### config.mk
export PLATFORM = sky130hd
export DESIGN_NAME = fm6126_scan
export DESIGN_NICKNAME = d
export VERILOG_FILES = /design/src/rtl/fm6126_scan_pkg.sv /design/src/rtl/fm6126_row_timer.sv /design/src/rtl/fm6126_scan.sv
export SDC_FILE = /design/constraint.sdc
export NUM_CORES = 1
export LEC_CHECK = 0
export CAP_MARGIN = 20
export CORE_ASPECT_RATIO = 1.1
export CORE_MARGIN = 1.5
export CORE_UTILIZATION = 55
export DETAILED_ROUTE_END_ITERATION = 10
export PLACE_DENSITY = 0.87
export RECOVER_POWER = 50
export SETUP_SLACK_MARGIN = 0.5
export SLEW_MARGIN = 25
export SYNTH_ARGS = -nofsm -noshare
export SYNTH_HDL_FRONTEND = slang
export SYNTH_SLANG_ARGS = --single-unit
export TNS_END_PERCENT = 5
### constraint.sdc
create_clock -name clk_in -period 2.8 [get_ports clk_in]
set_clock_uncertainty 0.05 [all_clocks]
set_input_delay 0.56 -clock clk_in [delete_from_list [all_inputs] [get_ports clk_in]]
set_output_delay 0.56 -clock clk_in [all_outputs]
set_load 0.05 [all_outputs]
### src/rtl/fm6126_scan_pkg.sv
// Shared types and constants for the FM6126 scan engine.
// Optional build macro: FM6126_GHOST_GUARD_EN (split guard blanking).
package fm6126_scan_pkg;

  typedef logic [2:0] state_t;

  localparam state_t ST_IDLE    = 3'd0;
  localparam state_t ST_SHIFT   = 3'd1;
  localparam state_t ST_LATCH   = 3'd2;
  localparam state_t ST_BLANK   = 3'd3;
  localparam state_t ST_DISPLAY = 3'd4;

  localparam logic OE_OFF    = 1'b1;
  localparam logic LATCH_OFF = 1'b0;

  localparam int LATCH_LEN = 2;

  function automatic int max_int(input int a, input int b);
    return (a > b) ? a : b;
  endfunction

endpackage

### src/rtl/fm6126_row_timer.sv
// Loadable down-counter timing the latch, blank and display phases.
// done is high in the last cycle of a loaded interval.
module fm6126_row_timer #(
  parameter int W = 9
) (
  input  logic         clk,
  input  logic         rst_n,
  input  logic         clear,
  input  logic         load,
  input  logic [W-1:0] load_val,
  output logic         done
);

  logic [W-1:0] cnt;
  logic         busy;

  always_ff @(posedge clk or negedge rst_n) begin
    if (!rst_n) begin
      cnt  <= '0;
      busy <= 1'b0;
    end else if (clear) begin
      cnt  <= '0;
      busy <= 1'b0;
    end else if (load) begin
      cnt  <= load_val - W'(1);
      busy <= 1'b1;
    end else if (busy) begin
      if (cnt == '0) busy <= 1'b0;
      else           cnt  <= cnt - W'(1);
    end
  end

  assign done = busy && (cnt == '0);

endmodule

### src/rtl/fm6126_scan.sv
// FM6126 HUB75 row scanner: shift, latch, blank, display per row pair.
// Build macro FM6126_GHOST_GUARD_EN adds guard blanking around row change.
module fm6126_scan
  import fm6126_scan_pkg::*;
#(
  parameter int PIXEL_WIDTH   = 64,
  parameter int ROW_BITS      = 4,
  parameter int BRIGHT_CYCLES = 256,
  parameter int GUARD_CYCLES  = 2
) (
  input  logic                           clk_in,
  input  logic                           reset,
  input  logic                           mask_en,
  output logic [$clog2(PIXEL_WIDTH)-1:0] column_address,
  input  logic [2:0]                     pixel_rgb1,
  input  logic [2:0]                     pixel_rgb2,
  output logic                           clk_pixel_out,
  output logic [2:0]                     rgb1_out,
  output logic [2:0]                     rgb2_out,
  output logic                           latch_out,
  output logic                           output_enable_out,
  output logic [ROW_BITS-1:0]            row_address_out,
  output logic                           frame_start
);

  localparam int CW = $clog2(PIXEL_WIDTH);
  localparam int TMAX = max_int(BRIGHT_CYCLES,
                        max_int(LATCH_LEN, GUARD_CYCLES));
  localparam int TW = $clog2(TMAX + 1);
  localparam logic [CW-1:0] COL_LAST = CW'(PIXEL_WIDTH - 1);
  localparam logic [ROW_BITS-1:0] ROW_LAST = '1;
`ifdef FM6126_GHOST_GUARD_EN
  localparam int BLANK_STEP = GUARD_CYCLES;
`else
  localparam int BLANK_STEP = 1;
`endif

  state_t              state, state_nx;
  logic                phase;
  logic [CW-1:0]       col_cnt;
  logic [ROW_BITS-1:0] row_cnt;
  logic                arm_q;
  logic                t_done, t_load;
  logic [TW-1:0]       t_val;
  logic                col_inc, row_inc, row_upd, rgb_load;
`ifdef FM6126_GHOST_GUARD_EN
  logic                blank_half;
  logic                blank_flip;
`endif

  fm6126_row_timer #(.W(TW)) u_timer (
    .clk      (clk_in),
    .rst_n    (reset),
    .clear    (mask_en),
    .load     (t_load),
    .load_val (t_val),
    .done     (t_done)
  );

  always_comb begin
    state_nx = state;
    t_load   = 1'b0;
    t_val    = '0;
    col_inc  = 1'b0;
    row_inc  = 1'b0;
    row_upd  = 1'b0;
    rgb_load = 1'b0;
`ifdef FM6126_GHOST_GUARD_EN
    blank_flip = 1'b0;
`endif
    if (mask_en) begin
      state_nx = ST_IDLE;
    end else begin
      unique case (state)
        ST_IDLE: begin
          if (arm_q) begin
            state_nx = ST_SHIFT;
            rgb_load = 1'b1;
          end
        end
        ST_SHIFT: begin
          if (phase) begin
            if (col_cnt == COL_LAST) begin
              state_nx = ST_LATCH;
              t_load   = 1'b1;
              t_val    = TW'(LATCH_LEN);
            end else begin
              col_inc  = 1'b1;
              rgb_load = 1'b1;
            end
          end
        end
        ST_LATCH: begin
          if (t_done) begin
            state_nx = ST_BLANK;
            t_load   = 1'b1;
            t_val    = TW'(BLANK_STEP);
`ifndef FM6126_GHOST_GUARD_EN
            row_upd  = 1'b1;
`endif
          end
        end
        ST_BLANK: begin
          if (t_done) begin
`ifdef FM6126_GHOST_GUARD_EN
            if (!blank_half) begin
              row_upd    = 1'b1;
              blank_flip = 1'b1;
              t_load     = 1'b1;
              t_val      = TW'(GUARD_CYCLES);
            end else begin
              state_nx = ST_DISPLAY;
              t_load   = 1'b1;
              t_val    = TW'(BRIGHT_CYCLES);
            end
`else
            state_nx = ST_DISPLAY;
            t_load   = 1'b1;
            t_val    = TW'(BRIGHT_CYCLES);
`endif
          end
        end
        ST_DISPLAY: begin
          if (t_done) begin
            state_nx = ST_SHIFT;
            row_inc  = 1'b1;
            rgb_load = 1'b1;
          end
        end
        default: state_nx = ST_IDLE;
      endcase
    end
  end

  always_ff @(posedge clk_in or negedge reset) begin
    if (!reset) begin
      state           <= ST_IDLE;
      arm_q           <= 1'b0;
      phase           <= 1'b0;
      col_cnt         <= '0;
      row_cnt         <= '0;
      row_address_out <= '0;
      rgb1_out        <= '0;
      rgb2_out        <= '0;
`ifdef FM6126_GHOST_GUARD_EN
      blank_half      <= 1'b0;
`endif
    end else begin
      arm_q <= 1'b1;
      state <= state_nx;
      if (mask_en) begin
        phase           <= 1'b0;
        col_cnt         <= '0;
        row_cnt         <= '0;
        row_address_out <= '0;
        rgb1_out        <= '0;
        rgb2_out        <= '0;
`ifdef FM6126_GHOST_GUARD_EN
        blank_half      <= 1'b0;
`endif
      end else begin
        phase <= (state == ST_SHIFT) ? ~phase : 1'b0;
        if (col_inc)
          col_cnt <= col_cnt + CW'(1);
        else if (state_nx != ST_SHIFT)
          col_cnt <= '0;
        if (row_inc)
          row_cnt <= (row_cnt == ROW_LAST) ? '0 : row_cnt + ROW_BITS'(1);
        if (row_upd)
          row_address_out <= row_cnt;
        // rgb settles a full cycle before the shift clock rises
        if (rgb_load) begin
          rgb1_out <= pixel_rgb1;
          rgb2_out <= pixel_rgb2;
        end
`ifdef FM6126_GHOST_GUARD_EN
        if (blank_flip)
          blank_half <= 1'b1;
        else if (state_nx != ST_BLANK)
          blank_half <= 1'b0;
`endif
      end
    end
  end

  // prefetch: frame buffer returns data one cycle after the address
  always_comb begin
    column_address = '0;
    if (state == ST_SHIFT && col_cnt != COL_LAST)
      column_address = col_cnt + CW'(1);
  end

  assign clk_pixel_out     = (state == ST_SHIFT) && phase;
  assign latch_out         = (state == ST_LATCH) ? ~LATCH_OFF : LATCH_OFF;
  assign output_enable_out = (state == ST_DISPLAY) ? ~OE_OFF : OE_OFF;
  assign frame_start = !mask_en && (
    (state == ST_IDLE && arm_q) ||
    (state == ST_DISPLAY && t_done && row_cnt == ROW_LAST));

endmodule

== After elaboration in Yosys (flattened, before gate mapping) ==
Cells that the tools add are included.
W data, S select, Z words.
Storage, ports and cells
  flip-flop bits (word level): 35
  latch bits: 0
  bits in writable memories: 0
  memory bits (read-only): 0
  bits of input ports: 9
  output and inout bits: 20
  memories: 0
Cells by class
  add/subtract/negate cells: 4
  multipliers: 0
  divide/modulo/power cells: 0
  magnitude comparators: 0
  equal/unequal tests: 9
  shifts and indexed selects: 0
  mux-type cells: 55
  bitwise logic cells: 1
  reduce and logical (&&, ||, !) cells: 18
Operators with widths (number)
  $mux W9: 6
  $mux W3: 11
  $pmux W9 S3: 1
  $mux W6: 4
  $mux W1: 23
  $mux W4: 5
  $sub A9 B1 Y9 const B: 2
  $pmux W3 S5: 1
  $logic_not A9 Y1: 1
  $logic_and A1 B1 Y1: 7
  $add A6 B1 Y6 const B: 1
  $eq A3 B2 Y1 const B: 2
  $eq A6 B6 Y1 const B: 1
  $ne A6 B6 Y1 const B: 1
  $reduce_bool A2 Y1: 3
  $reduce_bool A3 Y1: 2
  $add A4 B1 Y4 const B: 1
  $eq A4 B4 Y1 const B: 1
  $mux W2: 2
  $eq A3 B1 Y1 const B: 1
  $eq A3 B3 Y1 const B: 1
  $logic_not A3 Y1: 1
  $ne A3 B1 Y1 const B: 1
  $ne A3 B3 Y1 const B: 1
  7 further kinds: 7

== Longest topological paths before layout ==
Gate-level depths: netlist of the first run.
  depth in word-level cells: 9
  gate-level depth with buffers: 12

== Cells and area by module ==
From an unflattened synthesis of the first run, not the netlist that was laid out.
Second synthesis, totals
  cells, all modules: 236
  area, all modules: 2209.6 um^2
By module, submodules not included
  fm6126_scan: times used 1, cells each 151, area each 1407.6 um^2
  fm6126_row_timer: times used 1, cells each 85, area each 802.0 um^2

== Worst setup path before layout of the first run ==
OpenSTA, ideal clock, no wires.
  kind: register -> output
  start point: register state[1]
  end point: output port frame_start
  arrival time: 2.579 ns
  data required time: 2.190 ns
  path slack: -0.389 ns
  cell stages (with the launch flop): 6
  cell sequence: dfrtp_1 clkbuf_1 or3b_1 nor4_2 nand4_1 a21oi_1
On the way
  cells in the longest elaborated chain, start to end: 5
  elaborated cells on any way between the ends: 7
  those cells by class: eq/ne (1); reduce/logical (6)
Ends and longest elaborated chain
  start, declared: RTL line fm6126_scan.sv:38  | state_t state, state_nx;
  start signal, assigned: RTL line fm6126_scan.sv:150  | state <= state_nx;
  $eq A3 B3 Y1: RTL line fm6126_scan.sv:198  | (state == ST_DISPLAY && t_done && row_cnt == ROW_LAST));
  $logic_and A1 B1 Y1 (2 in series): RTL line fm6126_scan.sv:198
  $logic_or A1 B1 Y1 *: RTL line fm6126_scan.sv:197  | (state == ST_IDLE && arm_q) ||
  $logic_and A1 B1 Y1 *: RTL line fm6126_scan.sv:196  | assign frame_start = !mask_en && (
  end, declared: RTL line fm6126_scan.sv:23  | output logic frame_start
Mark *: on every way between the ends. The rest lies on a longest branch, timed or not.

== Worst setup path in the final report of the first run ==
  start point: register u_timer.cnt[1]
  end point: register u_timer.cnt[8]
On the way
  cells in the longest elaborated chain, start to end: 8
  elaborated cells on any way between the ends: 18
  those cells by class: add/sub (2); eq/ne (1); mux (11); reduce/logical (4)
Ends and longest elaborated chain
  start, declared: RTL line fm6126_row_timer.sv:14  | logic [W-1:0] cnt;
  start signal, assigned: RTL line fm6126_row_timer.sv:25  | cnt <= load_val - W'(1);
  start signal, assigned: RTL line fm6126_row_timer.sv:29  | else cnt <= cnt - W'(1);
  $logic_not A9 Y1: RTL line fm6126_row_timer.sv:28, fm6126_row_timer.sv:33
  $logic_and A1 B1 Y1: RTL line fm6126_row_timer.sv:33  | assign done = busy && (cnt == '0);
  $mux W1 / $mux W9 (equally long branches): RTL line fm6126_scan.sv:94, fm6126_scan.sv:104
  $pmux W9 S3: RTL line fm6126_scan.sv:74  | unique case (state)
  $mux W9: RTL line fm6126_scan.sv:71  | if (mask_en) begin
  $sub A9 B1 Y9: RTL line fm6126_row_timer.sv:25
  $mux W9: RTL line fm6126_row_timer.sv:24  | end else if (load) begin
  $mux W9: RTL line fm6126_row_timer.sv:21  | end else if (clear) begin
Parallel ways exist; a longest one is shown, timed or not. The select of a mux whose other input is x is not followed.
A chain may end at the register's enable or synchronous reset.

==> results of run 1 <==
layout by cell type (no fill, tap or decap), types with 4 or more instances in the layout:
cell	n
o21ai_0	5
buf_4	21
nand4_1	4
o21a_1	4
dlygate4sd3_1	4
clkdlybuf4s50_1	15
clkbuf_8	5
or3_1	6
nand3_1	5
a31oi_1	8
buf_12	5
a21oi_1	8
nand2b_1	5
nand2_1	15
nor2_1	27
a21o_1	4
dfrtp_2	6
inv_1	9
nor3_1	6
dfrtp_1	29
mux2i_1	13
power groups by stage:
stage               registers, mW  logic [mW]  clock network, mW
floorplan                   0.554      0.0964                  0
global placement            0.535       0.168                  0
detailed placement          0.536       0.171                  0
CTS                         0.525       0.179              0.376
global route                0.527       0.190              0.398
finish                      0.526       0.178              0.368
sequential cells by signal (all words and copies together), names as in the netlist:
signal and count:
arm_q 1, col_cnt 6, phase 1, rgb1_out 3, rgb2_out 3, row_address_out 4, row_cnt 4, state 3
u_timer.busy 1, u_timer.cnt 9
per-layer routing:
metal / share of wire / global-route usage
met5: 0 / 0
met4: 0.021 / 0.1000
met3: 0.054 / 0.06169
met2: 0.50 / 0.4570
met1: 0.42 / 0.3240
critical path: stages, from the launching register on:
cell      delay, ns
dfrtp_1        0.45
or4_1          0.59
clkbuf_1       0.24
nor4_1         0.72
mux2i_1        0.29
a21oi_1        0.07
a21o_1         0.18
layout make-up:
type                       count  area (um^2)
sequential                    35        883.3
timing repair buffer          48        469.2
multi-input combinational    173         1212
clock buffer                   5        68.82
clock inverter                 3        20.02
inverter                      10        41.29
fill                         253        954.7
tap                           50        62.56
cells in the mapped netlist (3+ instances only):
master    count
dfrtp_1      35
nor2_1       30
nand2_1      15
mux2i_1      13
a21oi_1      11
inv_1        10
a31oi_1       8
nor3_1        7
or3_1         7
buf_6         6
nand2b_1      5
nand3_1       5
o21ai_0       5
a21o_1        4
nand4_1       4
o21a_1        4
ha_1          3
nand3b_1      3
nor2b_1       3
nor3b_1       3
nor4_1        3
o21ai_1       3
per-stage QoR:
step	utilization	setup slack [ns]	hold WS, ns	power [mW]
after floorplan	-	0.2200	0.2144	0.6504
after global placement	0.6896	0.2841	0.4563	0.7034
after detailed placement	0.6896	0.2306	0.4627	0.7073
after CTS	0.7388	0.1513	0.4796	1.080
after global routing	0.7428	0.06004	0.5017	1.115
final	0.7428	0.1122	0.4684	1.072
final timing paths:
| path | from | end | slack (ns) | cells after the start |
|---|---|---|---|---|
| setup / recovery | u_timer.cnt[1] | u_timer.cnt[8] | 0.11 | 6 |
| hold reg to reg | rgb1_out[1] | rgb1_out[1] | 0.47 | 2 |
| min in group asynchronous | reset | u_timer.cnt[8] | 0.86 | 2 |
| hold / removal | rgb1_out[1] | rgb1_out[1] | 0.47 | 2 |
| max in group asynchronous | reset | state[2] | 1.23 | 2 |
| setup reg to reg | u_timer.cnt[1] | u_timer.cnt[8] | 0.11 | 6 |
what timing repair did:
item / CTS / global route
buffers inserted: 9 / 0
gates resized for setup: 10 / 9
pin swaps: 6 / 2
setup endpoints to repair: 26 / 35
logic make-up (layout without fill, tap and decap cells):
| group | after synthesis | in the layout | share of synthesized area |
|---|---|---|---|
| simple gates | 101 | 101 | 0.2684 |
| compound gates | 53 | 53 | 0.1729 |
| flops | 35 | 35 | 0.4049 |
| buf+inv | 22 | 66 | 0.06651 |
| mux | 13 | 13 | 0.06015 |
| fa+ha+maj | 3 | 3 | 0.01735 |
| xor+xnor | 2 | 2 | 0.008099 |
| other cells | 1 | 1 | 0.001733 |
==> impl_metrics.yaml, run 1 <==
route:
  vias: 1992
  drc: 0
  avgViaCountPerCell: 6.148
  drt_iter0_markers: 164
  routedWlPerCell_um: 16.99
  routed_wl_um: 5506
  dr.pass1.iters: 5
  final_antenna_net_count: 0
synthesis:
  yosys_most_used_dff: "dfrtp_1"
  synth_top_area_cell: "dfrtp_1"
  synth-edff-count: 0
  synth.distinct_cells: 54
  yosys_warnings: 0
  synth_area_leaders: "dfrtp_1, mux2i_1, nor2_1"
  ys_ff_latch: 35
  synthArstFlopShare: 1.000
  syn_nets: 242
  syn_inst: 230
  syn-mean-instance-area_um2: 9.406
  yosysSeqAreaShare: 0.4049
  syn_area_um2: 2163
  synth_top_area_frac: 0.4049
floorplanning:
  ios: 29
  start_util: 0.5827
  core_area_um2: 3712
  dieArea_um2: 4319
  fp.dieH_um: 68.78
  rows: 23
  die_w_um: 62.80
global_routing:
  grt_pass1_wl_um: 8721
  grt-ovfl-total: 0
  grt.total_usage: 0.2627
  grt_max_degree: 36
  antenna_found_initial: 0
  first_global_vias: 1824
cells_and_area:
  diodes: 0
  nets: 285
  final_area_um2: 2758
  area_growth_pct: 27.47
  drive_gt1_frac: 0.2482
  layout.cells.non_filler: 324
timing:
  finalHoldViolCount: 0
  slew_violations: 0
  fin_tns_setup_ns: 0
  rsz0062_at_grt: "yes"
  period_minus_slack_ns: 2.688
  setup_viol: 0
  slew_headroom: 0.4197
  tightestPinTransition_ns: 0.8705
  post-route-period-util: 0.9599
  clock.fmax_ghz: 0.3720
clocking:
  cts_tree: "built"
  ctsHoldBuffers: 0
  clock_sinks: 35
  clkLatencyLatePin_ns: 0.29
  clk_pin_slew_ns: 0.08
  numCtsBuffers: 5
  cts_root_buffer: "clkbuf_8"
  clockBufferDepth: 2
  cts_htree_levels: 2
power:
  vdd_drop_max_mv: 0.3748
  p_switching_mw: 0.3119
  power_frac_seq: 0.491
  netSwitchingFraction: 0.2911
  internal_power_mw: 0.7596
  power.leakage_nw: 1.152
  power_density_nw_per_um2: 388.6
  p_clk_frac: 0.344
  comb_power_share: 0.166
worst_setup_path:
  crit_fanout: 6
  end_kind: "register"
  critPathLaunchType: "register"
  critPathRequiredTime_ns: 2.94
  path_class: "reg2reg"
  critPathArrivalTime_ns: 2.83
placed_design:
  dp.cells: 307
  io_buffers: 28
  gp_congestion: 1.000
  place_hpwl_um: 3676
  place_area_um2: 2560
job:
  drv_cap: 0
outcome:
  status: "finished, final reports clean"
hold_path:
  hold_class: "reg2reg"
Note: power is estimated with default switching activity, not from simulation.
==> inputs of run 2 (changes only) <==
--- a/config.mk
+++ b/config.mk
@@ -13,7 +13,6 @@
 export PLACE_DENSITY = 0.87
 export RECOVER_POWER = 50
 export SETUP_SLACK_MARGIN = 0.5
-export SLEW_MARGIN = 25
 export SYNTH_ARGS = -nofsm -noshare
 export SYNTH_HDL_FRONTEND = slang
 export SYNTH_SLANG_ARGS = --single-unit
==> results of run 2 <==
No change in the layout: final DEF, timing and power equal those of run 1.
==> inputs of run 3 (changes only) <==
--- a/config.mk
+++ b/config.mk
@@ -13,6 +13,7 @@
 export PLACE_DENSITY = 0.87
 export RECOVER_POWER = 50
 export SETUP_SLACK_MARGIN = 0.5
+export SKIP_CTS_REPAIR_TIMING = 1
 export SYNTH_ARGS = -nofsm -noshare
 export SYNTH_HDL_FRONTEND = slang
 export SYNTH_SLANG_ARGS = --single-unit
==> impl_metrics.yaml, run 3 (synthesis gave the netlist of run 1 again) <==
worst_setup_path:
  crit_chain: "or4_4, nor4_4, nand4_1, a21oi_4, buf_12"
  crit_fanout: 8
  critPathLaunchType: "register"
  critPathArrivalTime_ns: 2.14
  ff2ff_path_depth: 10
  r2r_setup_slack_ns: 0.25
  critPathRequiredTime_ns: 2.19
  path_class: "reg2out"
  reg2reg_from: "u_timer.cnt[2]"
  end_kind: "primary output"
  cp_slowest_stage_delay_ns: 0.58
  crit_path_top_delay_cell: "or4_4"
  r2r-end: "u_timer.cnt[8]"
clocking:
  clock_sinks: 35
  numCtsBuffers: 5
  clockBufferDepth: 2
  cts_htree_levels: 2
  cts_tree: "built"
  clk_pin_slew_ns: 0.08
  cts_root_buffer: "clkbuf_8"
  clkLatencyLatePin_ns: 0.29
job:
  drv_cap: 0
timing:
  period_minus_slack_ns: 2.748
  rsz0062_at_grt: "yes"
  post-route-period-util: 0.9814
  setup_viol: 0
  finalHoldViolCount: 0
  fin_ws_ns: 0.05206
  tightestPinTransition_ns: 0.8664
  clock.fmax_ghz: 0.3639
  slew_violations: 0
  slew_headroom: 0.4224
  fin_tns_setup_ns: 0
hold_path:
  holdPathStages: 2
  holdCritStartpoint: "rgb1_out[1]"
  hold_end: "rgb1_out[1]"
  hold_class: "reg2reg"
power:
  power.leakage_nw: 1.106
  p_total_mw: 1.074
  power_density_nw_per_um2: 395.4
  vdd_drop_max_mv: 0.3750
route:
  drc: 0
  avgViaCountPerCell: 6.107
  drt_iter0_markers: 157
  routedWlPerCell_um: 16.20
  final_antenna_net_count: 0
  vias: 1936
  routed_wl_um: 5136
  dr.pass1.iters: 5
outcome:
  status: "finished, final reports clean"
floorplanning:
  rows: 23
  core_area_um2: 3712
  dieArea_um2: 4319
  start_util: 0.5827
  ios: 29
  fp.dieH_um: 68.78
  die_w_um: 62.80
cells_and_area:
  nets: 278
  mostFrequentLayoutCells: "dfrtp_1, nor2_1, clkdlybuf4s50_1, nand2_1, buf_4"
  reg.largest.list: "u_timer.cnt: 9 flops, col_cnt: 6 flops"
  final_area_um2: 2716
  drive_gt1_frac: 0.2210
  diodes: 0
  max_flop_register: "u_timer.cnt"
  largest_reg_flops: 9
  fillerInstances: 254
  layout.cells.non_filler: 317
  layout_commonest_cell: "dfrtp_1"
  area_growth_pct: 25.56
placed_design:
  io_buffers: 28
  place_hpwl_um: 3676
  post-place-ws_ns: 0.2306
  dp.cells: 307
  place_area_um2: 2560
  gp_congestion: 1.000
global_routing:
  grt-ovfl-total: 0
  grt_pass1_wl_um: 8217
  antenna_found_initial: 0
  first_global_vias: 1754
  grt.total_usage: 0.2471
  grt_max_degree: 36
-- run 3: changes by cell type in the layout (fill, tap and decap cells not counted), moves of 2 or more --
cell,change
dfrtp_2,-2
buf_4,-6
clkdlybuf4s50_1,+2
dfrtp_1,+2
dlygate4sd3_1,-3
or3b_4,-2
-- run 3: per-layer routing --
layer / GRT usage / wire length (um) / vias to the layer above
li1: - / - / 907
met2: 0.4341 / 2654 / 80
met1: 0.3063 / 2138 / 943
met3: 0.05519 / 289 / 6
met4: 0.08611 / 53 / 0
met5: 0 / 0 / -
-- run 3: layout make-up --
class                   count  area, um^2  share of cell area
flip-flops and latches     35       880.8              0.3243
clock inverters             3       20.02            0.007370
clock buffers               5       68.82             0.02533
well taps                  50       62.56             0.02303
repair buffers             41       422.9              0.1557
inverters                  10       41.29             0.01520
multi-input cells         173        1220              0.4491
-- run 3: worst max path at each step --
stage / from / to / slack (ns) / cells past startpoint
finish: u_timer.cnt[3] / frame_start / 0.05 / 5
global route: u_timer.cnt[3] / frame_start / -0.04 / 5
CTS: u_timer.cnt[2] / frame_start / -0.02 / 5
detailed placement: mask_en / u_timer.cnt[8] / 0.23 / 9
global placement: mask_en / u_timer.cnt[8] / 0.28 / 9
floorplan: u_timer.cnt[2] / frame_start / 0.22 / 6
-- run 3: worst max-delay path: cells and delay by family, from the launching register on --
family	cells	cell delay, ns
simple gates	3	1.04
flops	1	0.47
compound gates	1	0.19
buf+inv	1	0.15
-- run 3: power by group --
group,total (mW),switching (mW),internal [mW]
Clock,0.368,0.195,0.173
Sequential,0.527,0.0108,0.516
Combinational,0.179,0.105,0.0747
Total,1.07,0.310,0.764
-- run 3: stage by stage --
step,hold WS (ns),utilization
finish,0.4741,0.7317
detailed placement,0.4627,0.6896
CTS,0.4793,0.7135
global route,0.5016,0.7317
floorplan,0.2144,-
global placement,0.4563,0.6896
